[src/rtl/ice_uart_tx_arbiter.sv]
// Round-robin, frame-granular arbiter sharing one UART TX byte stream among
// NUM_REQ sources, with an idle watchdog that evicts a stalled frame owner.
module ice_uart_tx_arbiter #(
  parameter int unsigned NUM_REQ        = 4,
  parameter int unsigned TIMEOUT_CYCLES = 65535
) (
  input  logic                   clk,
  input  logic                   resetn,
  input  logic [NUM_REQ-1:0]     req_valid,
  input  logic [8*NUM_REQ-1:0]   req_data,
  input  logic [NUM_REQ-1:0]     req_last,
  output logic [NUM_REQ-1:0]     req_ready,
  output logic [7:0]             tx_data,
  output logic                   tx_valid,
  input  logic                   tx_ready,
  output logic [NUM_REQ-1:0]     grant,
  output logic                   busy,
  output logic                   timeout_err,
  output logic [2:0]             timeout_src
);

  localparam int unsigned IW   = $clog2(NUM_REQ);
  localparam int unsigned CW   = (TIMEOUT_CYCLES > 0) ? $clog2(TIMEOUT_CYCLES + 1) : 1;
  localparam int unsigned TLIM = (TIMEOUT_CYCLES > 0) ? TIMEOUT_CYCLES - 1 : 0;
  localparam logic [IW-1:0] LAST_INIT = IW'(NUM_REQ - 1);

  typedef enum logic {IDLE, XFER} state_e;

  state_e        state_q, state_d;
  logic [IW-1:0] own_q, own_d;
  logic [IW-1:0] last_q, last_d;
  logic [7:0]    txd_q, txd_d;
  logic          txv_q, txv_d;
  logic [CW-1:0] cnt_q, cnt_d;
  logic          terr_q, terr_d;
  logic [2:0]    tsrc_q, tsrc_d;

  logic          take, accept;
  logic          own_valid, own_last;
  logic [7:0]    own_data;
  logic [IW-1:0] pick, idx;
  logic          found;

  // First valid requester scanning upward from the one after last_q.
  always_comb begin
    pick  = last_q;
    idx   = '0;
    found = 1'b0;
    for (int unsigned k = 1; k <= NUM_REQ; k++) begin
      idx = IW'((32'(last_q) + k) % NUM_REQ);
      if (!found && req_valid[idx]) begin
        found = 1'b1;
        pick  = idx;
      end
    end
  end

  always_comb begin
    own_valid = 1'b0;
    own_last  = 1'b0;
    own_data  = '0;
    for (int unsigned i = 0; i < NUM_REQ; i++) begin
      if (own_q == IW'(i)) begin
        own_valid = req_valid[i];
        own_last  = req_last[i];
        own_data  = req_data[8*i +: 8];
      end
    end
  end

  always_comb begin
    state_d   = state_q;
    own_d     = own_q;
    last_d    = last_q;
    txd_d     = txd_q;
    txv_d     = txv_q;
    cnt_d     = cnt_q;
    terr_d    = 1'b0;
    tsrc_d    = tsrc_q;
    req_ready = '0;
    take      = ~txv_q | tx_ready;
    accept    = 1'b0;

    case (state_q)
      IDLE: begin
        cnt_d = '0;
        if (found) begin
          state_d = XFER;
          own_d   = pick;
        end
      end
      XFER: begin
        for (int unsigned i = 0; i < NUM_REQ; i++) begin
          req_ready[i] = take && (own_q == IW'(i));
        end
        accept = own_valid & take;
        if (accept) begin
          cnt_d = '0;
          if (own_last) begin
            state_d = IDLE;
            last_d  = own_q;
          end
        end else if (TIMEOUT_CYCLES != 0 && take) begin
          // take low means the sink is stalling, which must not age the frame
          if (cnt_q == CW'(TLIM)) begin
            terr_d  = 1'b1;
            tsrc_d  = 3'(own_q);
            state_d = IDLE;
            last_d  = own_q;
            cnt_d   = '0;
          end else begin
            cnt_d = cnt_q + 1'b1;
          end
        end
      end
      default: state_d = IDLE;
    endcase

    if (accept) begin
      txd_d = own_data;
      txv_d = 1'b1;
    end else if (tx_ready) begin
      txv_d = 1'b0;
    end
  end

  always_ff @(posedge clk or negedge resetn) begin
    if (!resetn) begin
      state_q <= IDLE;
      own_q   <= '0;
      last_q  <= LAST_INIT;
      txd_q   <= '0;
      txv_q   <= 1'b0;
      cnt_q   <= '0;
      terr_q  <= 1'b0;
      tsrc_q  <= '0;
    end else begin
      state_q <= state_d;
      own_q   <= own_d;
      last_q  <= last_d;
      txd_q   <= txd_d;
      txv_q   <= txv_d;
      cnt_q   <= cnt_d;
      terr_q  <= terr_d;
      tsrc_q  <= tsrc_d;
    end
  end

  always_comb begin
    grant = '0;
    for (int unsigned i = 0; i < NUM_REQ; i++) begin
      grant[i] = (state_q == XFER) && (own_q == IW'(i));
    end
  end

  assign busy        = (state_q == XFER);
  assign tx_data     = txd_q;
  assign tx_valid    = txv_q;
  assign timeout_err = terr_q;
  assign timeout_src = tsrc_q;

endmodule

[config.mk]
export PLATFORM = sky130hd
export DESIGN_NAME = ice_uart_tx_arbiter
export DESIGN_NICKNAME = d
export VERILOG_FILES = /design/src/rtl/ice_uart_tx_arbiter.sv
export SDC_FILE = /design/constraint.sdc
export NUM_CORES = 1
export LEC_CHECK = 0
export ABC_AREA = 1
export BUFFER_PORTS_ARGS = -buffer_cell sky130_fd_sc_hd__buf_4
export CORE_MARGIN = 10
export CORE_UTILIZATION = 52
export CTS_CLUSTER_SIZE = 40
export DETAILED_ROUTE_END_ITERATION = 6
export PLACE_DENSITY = 0.84
export RECOVER_POWER = 100
export REMOVE_ABC_BUFFERS = 1
export SKIP_LAST_GASP = 1
export SLEW_MARGIN = 20
export SYNTH_ARGS = -nofsm -noshare
export SYNTH_HDL_FRONTEND = slang
export SYNTH_SLANG_ARGS = --single-unit
[constraint.sdc]
create_clock -name clk -period 2 [get_ports clk]
set_input_delay 0 -clock clk [delete_from_list [all_inputs] [get_ports clk]]
set_output_delay 0 -clock clk [all_outputs]
set_load 0.05 [all_outputs]
* Word-level counts from Yosys, hierarchy flattened *
Index checks and enable logic that the tools add are counted.
Widths: inputs -> output; s select.

word-level totals
  register bits after elaboration = 33
  output and inout bits = 22

cells by class
  $add $sub $neg = 5
  order comparisons = 4
  eq/ne operators = 6
  multiplexer cells = 50
  bitwise operators = 5
  reductions and logical operators = 21

operators with widths
  cell                   count
  $mux 16                3
  $mux 8                 4
  $pmux 16 s2            1
  $mux 1                 28
  $add 16x1->16 const B  1
  $eq 16x16->1 const B   1
  $mux 2                 8
  $lt 2x3->1 const B     4
  $logic_and 1x1->1      11
  $bmux 1 s2             4
  $reduce_and 4->1       2
  $reduce_bool 2->1      3
  $add 2x1->2 const B    2
  $add 2x2->2 const B    2
  $eq 2x2->1 const B     2
  $mux 4                 1
  $logic_not 1->1        3
  $ne 3x1->1 const B     1
  $not 1->1              3
  $eq 2x1->1 const B     1
  $logic_not 2->1        1
  $ne 2x2->1 const B     1
  $pmux 1 s2             1
  $reduce_and 2->1       1
  2 further kinds        2

* Longest topological paths before layout *
  depth after elaboration = 15
  mapped depth = 12
  mapped depth without buffers = 11

* Worst setup path before layout *
Ideal clock, no wire load.

  path type = reg2out
  from = register state_q, in the netlist busy
  to = output port req_ready[0]
  data arrival time = 2154 ps
  setup slack = -154 ps
  stages on the path, launching flop included = 4
  path buffers = 1
  path through = dfrtp_1 > inv_1 > buf_2 > nor3_1

between the ends
  word-level cells in the longest chain between the ends = 1

ends and longest elaborated chain
  element                 RTL line  text
  from (decl)             29        state_e state_q, state_d;
  from (signal assigned)  138       state_q <= state_d;
  $mux 4                  84        case (state_q)
  to (decl)               12        output logic [NUM_REQ-1:0] req_ready,

No other way between the ends.

* Worst setup path in the final report *
  from = register own_q[1]
  to = register tsrc_q[0], in the netlist timeout_src[0]

between the ends
  word-level cells in the longest chain between the ends = 8
  elaborated cells on any way between the ends = 11
  classes of those cells = eq/ne (3); mux (4); bitwise (2); reduce/logical (2)

ends and longest elaborated chain
  element                       RTL line  text
  from (decl)                   30        logic [IW-1:0] own_q, own_d;
  from (signal assigned)        139       own_q <= own_d;
  $logic_not 2->1               63        if (own_q == IW'(i)) begin
  $mux 1 (3 in a row)           63
  $mux 1 *                      63
  $and 1x1->1 *                 96        accept = own_valid & take;
  $not 1->1 (no line) *         -
  $reduce_and 4->1 (no line) *  -
  to (signal assigned)          145       tsrc_q <= tsrc_d;
  to (decl)                     36        logic [2:0] tsrc_q, tsrc_d;

Every way passes the cells marked *; elsewhere a longest branch is shown, timed or not.
A chain may end at the register's enable or synchronous reset.

==> key figures <==
Worst hold path
  – End of the worst hold path: tx_data[1]
  – Hold Crit Depth: 3
  – Hold/Removal Path Class: in2reg
  – Worst Min Path Start: req_data[25]

Synth
  – Asr flop ratio synth: 100.0%
  – Adder-Cell Fraction of Synth Area: 1.092%
  – Synth cell types: 36
  – Post-synth EDFFs: 0
  – Post-synth top area cell: dfrtp_1
  – Prevailing post-synth register cell: dfrtp_1
  – Synthesis-stage register bit count: 33
  – Synth Area in Compound Gates: 11.47%
  – Mapped Avg Cell Area: 7.204 sq um
  – Most common cell in the netlist: nand2_1
  – Largest cells by area after synthesis: dfrtp_1 34%, nand2_1 14%, nand3_1 7.2%
  – Post-Syn Instances: 318
  – Mux cell area share after synthesis: 0%
  – Top cells by count, synth: 88 x nand2_1, 40 x nor2_1, 33 x nand3_1, 31 x dfrtp_1, 29 x inv_1
  – Register area share after synthesis: 36.16%
  – Post-Syn Area: 2291 sq um
  – Synth Area in XOR/XNOR: 2.676%
  – Top cell type's share of synthesized area: 33.86%
  – Number of warnings issued by yosys: 0
  – Largest family of logic cells by synthesized area: simple AND/OR/NAND/NOR gates
  – Post-synthesis simple-gate area fraction: 38.56%

Critical path
  – WP data arrival: 1.96 ns
  – Delay-heaviest family, CP: simple AND/OR/NAND/NOR gates
  – Most used cell, CP: nand2_1
  – Max Fanout on Critical Path: 12
  – Crit-path slowest cell: dfrtp_1
  – Critical setup path kind: reg2reg
  – Reg2reg end: timeout_src[0]
  – Bufs and invs on worst path: 1
  – Crit end category: flip-flop
  – Reg2Reg Depth: 9
  – CP Launch Type: flip-flop
  – CP required: 2.16 ns
  – Flop2flop setup slack: 0.20 ns
  – Reg2reg start: own_q[1]
  – CP cell instances: inv_4, nor2_8, nand2_1, nand3_2, nand2_2, nand2_4, nand3_1, nand2_1, o21ai_1
  – Max stage delay on crit path: 0.58 ns
  – Critical Path Stages: 9

Timing
  – Max Fclk: 0.5560 GHz
  – RSZ-0062 raised after global routing: false
  – Endpoints failing setup: 0
  – Relative slew margins: 45.40%
  – Final Skew: 0.003722 ns
  – Final hold viol count: 0
  – Max-slew violations: 0
  – Slew of the pin with the lowest slew margin: 0.8190 ns
  – Tmin final: 1.799 ns
  – Fin crit share: 89.93%

Routing
  – Met2 WL post-DR: 2798 microns
  – WL met1: 2725 microns
  – Vias per cell: 5.334
  – Final wirelength: 6109 microns
  – Vias: 2315
  – 1st-pass router iterations: 4
  – Final ANT Viol Nets: 0
  – Top Layer Used: met4
  – Met3 routed WL: 546 microns
  – Iter 0 DRT Violations: 157
  – Routed WL per cell: 14.08 microns
  – DRC viols: 0

Placed design
  – Port-buffer cells: 63
  – Placed cells: 425
  – Detailed Place HPWL: 4773 microns
  – Final GP Congestion: 0.9108

Layout
  – Final nets: 426
  – FF/Latch Area: 828.3 sq um
  – Fillcell total: 411
  – Multi-input logic area: 1201 sq um
  – Non-Filler Instances: 434
  – Layout cells sized above 1: 22.25%
  – N_diodes: 0
  – Final Util: 63.57%
  – Synth-to-Final Area Change: 19.99%

Power and ir drop
  – Pwr Density: 1395 nW/um^2
  – Leak: 1.334 nW
  – Peak supply drop: 0.5014 mV

CTS
  – CTS tree: yes
  – Total CTS buffers: 5
  – Root buffer cell: clkbuf_8
  – H-tree depth: 2
  – Post_cts resized: 0
  – CTS Sinks: 33
  – Longest Clk Path Bufs: 2
  – Clock transition at path regs: 0.07 ns
  – Clock Latency Late Sink: 0.28 ns

Floorplan
  – Row cnt: 24
  – CORE AREA: 4324 sq um
  – Die Footprint: 7461 sq um
  – Die W: 86.38 microns
  – Initial Util: 52.98%
  – Io pins: 65
  – Die height: 86.38 microns

Global routing
  – Initial antenna violation count: 0
  – Vias in the first global route: 2179
  – Largest net degree at the start of global routing: 34
  – Global-route wire length before repair: 10100 microns
  – Grt total ovfl: 0
  – GRT Total Usage: 16.20%

Run status
  – Status: finished clean

Run
  – Max Cap Viol: 0
-- tightest hold or removal path: cells and delay by family --
kind                   cells  cell delay [ns]
AO/OA/AOI/OAI              2             0.19
buffers and inverters      1             0.08
-- power by group --
group,switching (mW),leakage (nW),total (mW),internal (mW)
logic,1.67,0.857,2.34,0.661
registers,0.183,0.432,1.02,0.834
clock network,0.242,0.0450,0.483,0.241
total,2.10,1.33,3.84,1.74
-- cell type report --
type	count	area share [%]
Clock inverter	2	0.3641
Timing Repair Buffer	67	15.98
Clock buffer	6	2.640
Multi-Input combinational cell	240	43.70
Sequential cell	33	30.13
Inverter	34	4.825
Tap cell	52	2.367
-- worst max path at each step --
stage	end	slack, ns	start
2_1_floorplan	req_ready[0]	-0.25	own_q[0]
3_3_place_gp	cnt_q[15]	0.30	own_q[0]
3_5_place_dp	cnt_q[12]	0.24	own_q[0]
4_1_cts	cnt_q[12]	0.23	own_q[0]
5_1_grt	timeout_src[1]	0.05	own_q[1]
6_report	timeout_src[0]	0.20	own_q[1]
-- metal layers --
layer | vias to the layer above | global-route usage (%)
li1 | 1146 | -
met1 | 1073 | 19.90
met2 | 91 | 25.77
met3 | 5 | 5.441
met4 | 0 | 5.744
met5 | - | 0
-- layout by cell type (no fill, tap or decap), types with 2 or more instances in the layout --
cell type  count
a21oi_1       10
a21oi_4        2
a31o_2         4
buf_4         47
clkbuf_1      16
clkbuf_2       4
clkbuf_8       5
clkinv_2       2
dfrtp_1       31
dfstp_2        2
ha_1           2
inv_1         29
inv_2          3
inv_4          2
nand2_1       90
nand2_2        4
nand3_1       34
nand3b_1       2
nand4_1        5
nor2_1        41
nor2_2         2
nor2_4         2
nor3_1         7
o21ai_0       14
o21ai_1        3
o21ai_2        2
o22ai_1        2
xor2_1         6
-- cells by family after synthesis --
| logic type | count (synthesis) |
|---|---|
| and+or+nand+nor | 192 |
| other | 1 |
| DFF | 33 |
| buffers and inverters | 45 |
| xor gates and xnor gates | 7 |
| AOI/OAI and AO/OA | 38 |
| adders and majority gates | 2 |
-- stage by stage --
step | setup slack, ns | total power, mW | hold WS, ns | TNS (ns) | instance area, sq um
6_report | 0.2013 | 3.835 | 0.02792 | 0 | 2749
4_1_cts | 0.2299 | 4.058 | 0.002346 | 0 | 2850
3_3_place_gp | 0.2985 | 3.516 | -0.03061 | 0 | 2758
5_1_grt | 0.05092 | 4.140 | 0.04852 | 0 | 2749
3_5_place_dp | 0.2401 | 3.569 | -0.03023 | 0 | 2758
2_1_floorplan | -0.2540 | 2.853 | -0.2956 | -0.6366 | 2197
-- sequential cells by signal (all words and copies together) (netlist names) --
register and count:
tx_valid 1, own_q 2, tx_data 8, timeout_err 1, busy 1, timeout_src 2, last_q 2, cnt_q 16
-- what timing repair did --
item | 4_1_cts | 5_1_grt
hold buffers | 1 | 0
hold endpoints to repair | 33 | 0
buffers inserted | 0 | 0
No activity file was read; power rests on OpenSTA's default activity.
